File: src/rtl/demux_pkg.sv
// Shared types and constants for the registered 1-to-2 stream demultiplexer.
package demux_pkg;

  typedef enum logic [0:0] {
    SLOT_EMPTY = 1'b0,
    SLOT_FULL  = 1'b1
  } slot_state_e;

  localparam logic SEL_X = 1'b0;
  localparam logic SEL_Y = 1'b1;

endpackage

File: src/rtl/demux_slot.sv
// One output port of the demux: a one-entry holding register, its EMPTY/FULL state and a
// wrapping count of words handed to the consumer.
module demux_slot
  import demux_pkg::*;
#(
  parameter int unsigned W     = 8,
  parameter int unsigned CNT_W = 16
) (
  input  logic             clk_i,
  input  logic             rst_i,
  input  logic             fill_i,
  input  logic [W-1:0]     fill_data_i,
  input  logic             ready_i,
  output logic             valid_o,
  output logic [W-1:0]     data_o,
  output logic [CNT_W-1:0] count_o,
  output logic             can_accept_o
);

  slot_state_e      state_q, state_d;
  logic [W-1:0]     data_q, data_d;
  logic [CNT_W-1:0] count_q, count_d;
  logic             drain;

  always_ff @(posedge clk_i) begin
    if (rst_i) begin
      state_q <= SLOT_EMPTY;
      data_q  <= '0;
      count_q <= '0;
    end else begin
      state_q <= state_d;
      data_q  <= data_d;
      count_q <= count_d;
    end
  end

  always_comb begin
    drain   = (state_q == SLOT_FULL) && ready_i;
    state_d = state_q;
    data_d  = data_q;
    count_d = count_q;
    unique case (state_q)
      SLOT_EMPTY: if (fill_i) state_d = SLOT_FULL;
      // A simultaneous drain and fill keeps the slot FULL, so there is no bubble.
      SLOT_FULL:  if (drain && !fill_i) state_d = SLOT_EMPTY;
      default:    state_d = SLOT_EMPTY;
    endcase
    if (fill_i) data_d = fill_data_i;
    if (drain) count_d = count_q + CNT_W'(1);
  end

  always_comb begin
    valid_o      = (state_q == SLOT_FULL);
    data_o       = data_q;
    count_o      = count_q;
    can_accept_o = (state_q == SLOT_EMPTY) || ready_i;
  end

endmodule

File: src/rtl/demux_stream.sv
// Registered 1-to-2 stream demultiplexer: steers each input word to port X or Y by sel_in,
// with an independent one-entry holding slot per port.
module demux_stream
  import demux_pkg::*;
#(
  parameter int unsigned W     = 8,
  parameter int unsigned CNT_W = 16
) (
  input  logic             clk,
  input  logic             reset,
  input  logic [W-1:0]     A_in,
  input  logic             valid_in,
  input  logic             sel_in,
  output logic             ready_out,
  output logic [W-1:0]     X_out,
  output logic             X_valid_out,
  input  logic             X_ready_in,
  output logic [W-1:0]     Y_out,
  output logic             Y_valid_out,
  input  logic             Y_ready_in,
  output logic [CNT_W-1:0] X_count_out,
  output logic [CNT_W-1:0] Y_count_out
);

  logic x_can_accept, y_can_accept;
  logic accept, x_fill, y_fill;

  // Only the selected port gates ready, so a stalled port never blocks the other.
  always_comb begin
    ready_out = !reset && ((sel_in == SEL_Y) ? y_can_accept : x_can_accept);
    accept    = valid_in && ready_out;
    x_fill    = accept && (sel_in == SEL_X);
    y_fill    = accept && (sel_in == SEL_Y);
  end

  demux_slot #(
    .W     (W),
    .CNT_W (CNT_W)
  ) u_slot_x (
    .clk_i        (clk),
    .rst_i        (reset),
    .fill_i       (x_fill),
    .fill_data_i  (A_in),
    .ready_i      (X_ready_in),
    .valid_o      (X_valid_out),
    .data_o       (X_out),
    .count_o      (X_count_out),
    .can_accept_o (x_can_accept)
  );

  demux_slot #(
    .W     (W),
    .CNT_W (CNT_W)
  ) u_slot_y (
    .clk_i        (clk),
    .rst_i        (reset),
    .fill_i       (y_fill),
    .fill_data_i  (A_in),
    .ready_i      (Y_ready_in),
    .valid_o      (Y_valid_out),
    .data_o       (Y_out),
    .count_o      (Y_count_out),
    .can_accept_o (y_can_accept)
  );

endmodule
File: config.mk
export PLATFORM = sky130hd
export DESIGN_NAME = demux_stream
export DESIGN_NICKNAME = d
export VERILOG_FILES = /design/src/rtl/demux_pkg.sv /design/src/rtl/demux_slot.sv /design/src/rtl/demux_stream.sv
export SDC_FILE = /design/constraint.sdc
export NUM_CORES = 1
export LEC_CHECK = 0
export BUFFER_PORTS_ARGS = -buffer_cell sky130_fd_sc_hd__clkbuf_2
export CORE_MARGIN = 1.5
export CORE_UTILIZATION = 52
export CTS_BUF_LIST = sky130_fd_sc_hd__clkbuf_8
export CTS_CLUSTER_SIZE = 10
export DETAILED_ROUTE_END_ITERATION = 8
export GPL_TIMING_DRIVEN = 0
export PLACE_DENSITY = 0.86
export SLEW_MARGIN = 15
export SYNTH_ARGS = -nofsm -noshare
export SYNTH_HDL_FRONTEND = slang
export SYNTH_SLANG_ARGS = --single-unit
File: constraint.sdc
create_clock -name clk -period 3.9 [get_ports clk]
set_input_delay 0.39 -clock clk [delete_from_list [all_inputs] [get_ports clk]]
set_output_delay 0.39 -clock clk [all_outputs]
set_load 0.005 [all_outputs]
### Word level (Yosys, flattened, before mapping)

Cells that the tools add are included.
Widths: inputs -> output; s select.

* word-level logic and storage cells: 31
* input port bits: 14
* output and inout port bits: 51
* flip-flop bits (word level): 50

* bitwise gates (word level): 3
* reductions and logical operators: 13
* $add $sub $neg: 2
* muxes and demuxes: 7

Operators with widths (number)
* $add 16x1->16 const B: 2
* $logic_and 1x1->1: 8
* $mux 1: 5
* $pmux 1 s2: 2
* $logic_not 1->1: 3
* $not 1->1: 3
* $logic_or 1x1->1: 2

### Depth between registers and ports, before layout

* depth in word-level cells: 10
* gate-level depth with buffers: 6
* depth with buffers taken out: 5

### By module

A second synthesis with hierarchy kept.

* cells, all modules: 226
* area total of the unflattened synthesis: 2114.5 um^2

Modules (own cells, without submodules)
* demux_slot: cells an instance 110, seq. area each 500.5 um^2, area each 1033.5 um^2, instances 2
* demux_stream: cells an instance 6, seq. area each 0.0 um^2, area each 47.5 um^2, instances 1

### Worst setup path after synthesis

Ideal clock, no wire load.

* kind: input to output
* from: in reset
* to: out ready_out
* path buffers: 3
* setup slack: 2.223 ns
* stages on the path: 4
* required time: 3.510 ns
* arrival: 1.287 ns
* cell sequence: clkbuf_1 > clkbuf_1 > clkbuf_1 > nor2_1

* cells in the longest elaborated chain, start to end: 2

RTL lines
* from (decl): line demux_stream.sv:10 `input logic reset,`
* $logic_not 1->1: line demux_stream.sv:30 `ready_out = !reset && ((sel_in == SEL_Y) ? y_can_accept : x_can_accept);`
* $logic_and 1x1->1: line demux_stream.sv:30
* to (decl): line demux_stream.sv:14 `output logic ready_out,`

Every way passes these cells.

### Worst setup path in the final report

Same ends and word-level chain as after synthesis.

==> impl_metrics.toml <==
[power_and_ir_drop]
sw_frac_of_total_pct = 22.8
internal_power_uw = 680
p_per_area_nw_per_um2 = 345
ir_worst_vdd_mv = 0.234
leakagePower_uw = 0.00108
combPwrFrac_pct = 5.3
p_switching_uw = 201
p_total_uw = 881
seqPwrFrac_pct = 59.3
share_clk_of_total_power_pct = 35.4

[floorplan]
num_rows = 22
die_y_um = 66.3
die_x_um = 66.3
start_util_pct = 55.6
num_io_pins = 65
core_um2 = 3740
dieArea_um2 = 4390

[placement]
place_hpwl_mm = 3.24
port_buffers = 63
place_congestion = 0.781

[global_routing]
grt_pass1_wl_mm = 7.35
antenna_found_initial = 0
overflow = 0
grt_use_total_pct = 21.3
grt_pass1_vias = 1715
grt_max_degree = 16

[cts]
cts.sink_count = 50
postCtsHoldBufs = 0
ctsResizeCount = 0
cts.path.max_buffers = 2
numCtsBuffers = 5
cts.htree.levels = 2
clockRootBuffer = "clkbuf_8"
post-cts-setup-buffers = 0
tritoncts = "built"
path_clk_slew_ns = 0.09
insertion_delay_ns = 0.30

[worst_setup_path]
worst-endpoint-required_ns = 3.51
path_cells = "clkbuf_1 -> clkbuf_1 -> clkbuf_1 -> nor2_1 -> clkbuf_2"
crit_path_frequent_cell = "clkbuf_1"
critPathTopFamily = "buffers and inverters"
endpoint_kind = "output pin"
path_class = "primary input to output pin"
crit_path_start_kind = "primary input"
crit_slowest_cell = "clkbuf_1"
max_stage_delay_ns = 0.43
arrival_ns = 1.78
cp_max_fo = 10
worst-path-buf-inv = 4

[timing]
rsz0062_at_grt = "no"
max_slew.worst_pin.slew_ns = 0.636
max-slew-margin-rel_pct = 57.6
post-route-min-period_ns = 2.17
period_share_pct = 55.5
finalHoldViolations = 0
tns_ns = 0
setup_violations = 0
timing.hold.ws_ns = 0.332
slew_viol_final = 0
fin_skew_ns = 0.00633
fmax_mhz = 462

[synth]
synthCells = 231
ys_types = 32
synthSimpleGateAreaFrac_pct = 24.6
ys_seq_elements = 50
yosysWarningCount = 0
synth_compound_area_share_pct = 5.17
syn_nets = 247
synth_fa_ha_area_share_pct = 1.20
synth_xor_area_share_pct = 9.25
synth_area_um2 = 2080
synth.avg_cell_area_um2 = 9.01
synthMuxAreaShare_pct = 8.71
seq_area_frac_synth_pct = 48.1
synth_top_family_by_area = "simple AND/OR/NAND/NOR gates"

[drt]
drt_iter0_drc = 75
wl_per_cell_um = 12.4
firstDrtPassIters = 4
finalWirelength_mm = 4.35
drc = 0
viasPerCell = 5.34
route.vias.total = 1869
drtAntennaViolNets = 0

[hold_path]
hold_path.class = "primary input to register"

[cells_and_area]
final_layout_size_suffix_gt1_share_pct = 26.8
antenna_cells = 0
synthToLayoutAreaGrowth_pct = 22.6
fill_cells = 327
final_net_count = 317

[run_status]
outcome = "finished clean"

[job]
maxCapViolations = 0
-- synthesized netlist by cell type, drive strengths merged --
cell	number	area (um2)
nand2	13	48.8
or4	1	7.51
nor4	3	18.8
mux2	1	11.3
a21oi	11	55.1
o31ai	1	7.51
mux2i	17	170
nand2b	3	18.8
and4	2	17.5
and2	1	6.26
o21ai	2	10.0
nor3	7	35.0
ha	2	25.0
clkbuf	7	26.3
and3	2	12.5
nand3b	1	7.51
xnor2	14	123
nor2b	2	12.5
dfxtp	50	1000
nor3b	1	7.51
xor2	8	70.1
nand3	10	50.1
inv	8	30.0
buf	1	5.00
or4b	1	10.0
a31o	4	35.0
nand4	9	62.6
nor2	46	173
or3	3	25.0
-- cell type report --
class | instances | area [um2] | share of cell area, %
multi-input cells | 165 | 1020 | 40.0
flip-flops and latches | 50 | 1000 | 39.2
repair buffers | 63 | 315 | 12.4
clock buffers | 6 | 82.6 | 3.24
well taps | 48 | 60.1 | 2.35
plain buffers | 8 | 31.3 | 1.23
inverters | 8 | 30.0 | 1.18
clock inverters | 2 | 12.5 | 0.490
-- flip-flops by register name, summed over array words and instances (netlist names) --
name,cells
u_slot_y.valid_o,1
u_slot_y.data_o,8
u_slot_x.valid_o,1
u_slot_y.count_o,16
u_slot_x.data_o,8
u_slot_x.count_o,16
-- kinds of logic after synthesis --
kind of cell / count (synthesis)
xor gates and xnor gates: 22
DFF: 50
muxes: 18
AOI/OAI and AO/OA: 18
and+or+nand+nor: 105
buffers and inverters: 16
adders and majority gates: 2
-- power groups by stage --
stage | clock network (uW) | logic (uW) | registers [uW]
final | 312 | 46.8 | 522
after global routing | 334 | 52.2 | 523
after CTS | 318 | 47.3 | 522
after detailed placement | 0 | 47.0 | 534
after global placement | 0 | 46.0 | 534
after floorplan | 0 | 24.4 | 534
-- worst paths after layout --
| path | startpoint | end | slack, ns | cells after the start |
|---|---|---|---|---|
| hold / removal | A_in[1] | u_slot_x.data_o[1]$_SDFFE_PP0P_ | 0.33 | 3 |
| setup reg to reg | u_slot_y.count_o[6]$_SDFFE_PP0N_ | u_slot_y.count_o[15]$_SDFFE_PP0N_ | 2.14 | 4 |
| setup / recovery | reset | ready_out | 1.73 | 5 |
| hold reg to reg | u_slot_y.count_o[15]$_SDFFE_PP0N_ | u_slot_y.count_o[15]$_SDFFE_PP0N_ | 0.49 | 2 |
-- worst min-delay path: stages --
cell and delay, ns:
clkbuf_2 0.09, mux2i_1 0.06, nor2_1 0.07
-- layer usage --
layer | share of wire, % | vias to the layer above | wire length (um) | GRT usage, %
met5 | 0 | - | 0 | 0
met4 | 1.2 | 0 | 53 | 6.38
met3 | 6.5 | 5 | 281 | 6.13
met2 | 47 | 57 | 2060 | 36.9
met1 | 45 | 881 | 1960 | 25.3
li1 | - | 926 | - | -
-- through the flow --
| stage | worst slack, ns | area (um2) | cells | utilization [%] |
|---|---|---|---|---|
| floorplan | 2.22 | 2080 | 231 | - |
| global placement | 1.74 | 2460 | 342 | 65.6 |
| detailed placement | 1.75 | 2460 | 342 | 65.6 |
| CTS | 1.75 | 2550 | 350 | 68.2 |
| global route | 1.62 | 2550 | 350 | 68.2 |
| finish | 1.73 | 2550 | 350 | 68.2 |
-- cell usage in the layout, fill, tap and decap left out, types with 2 or more instances in the layout --
cell type / netlist / layout
a21oi_1: 11 / 11
and4_1: 2 / 2
xor2_1: 8 / 8
and3_1: 2 / 2
nand3_1: 10 / 10
mux2i_1: 17 / 17
inv_1: 8 / 8
nor2_1: 46 / 46
a31o_2: 4 / 4
dfxtp_1: 50 / 50
nand4_1: 8 / 8
xnor2_1: 14 / 14
clkbuf_8: 0 / 6
nand2b_1: 3 / 3
o21ai_0: 2 / 2
clkbuf_1: 7 / 7
nor2b_1: 2 / 2
nor4_1: 3 / 3
nor3_1: 7 / 7
clkbuf_2: 0 / 63
ha_1: 2 / 2
nand2_1: 13 / 13
(Power assumes the default switching activity.)
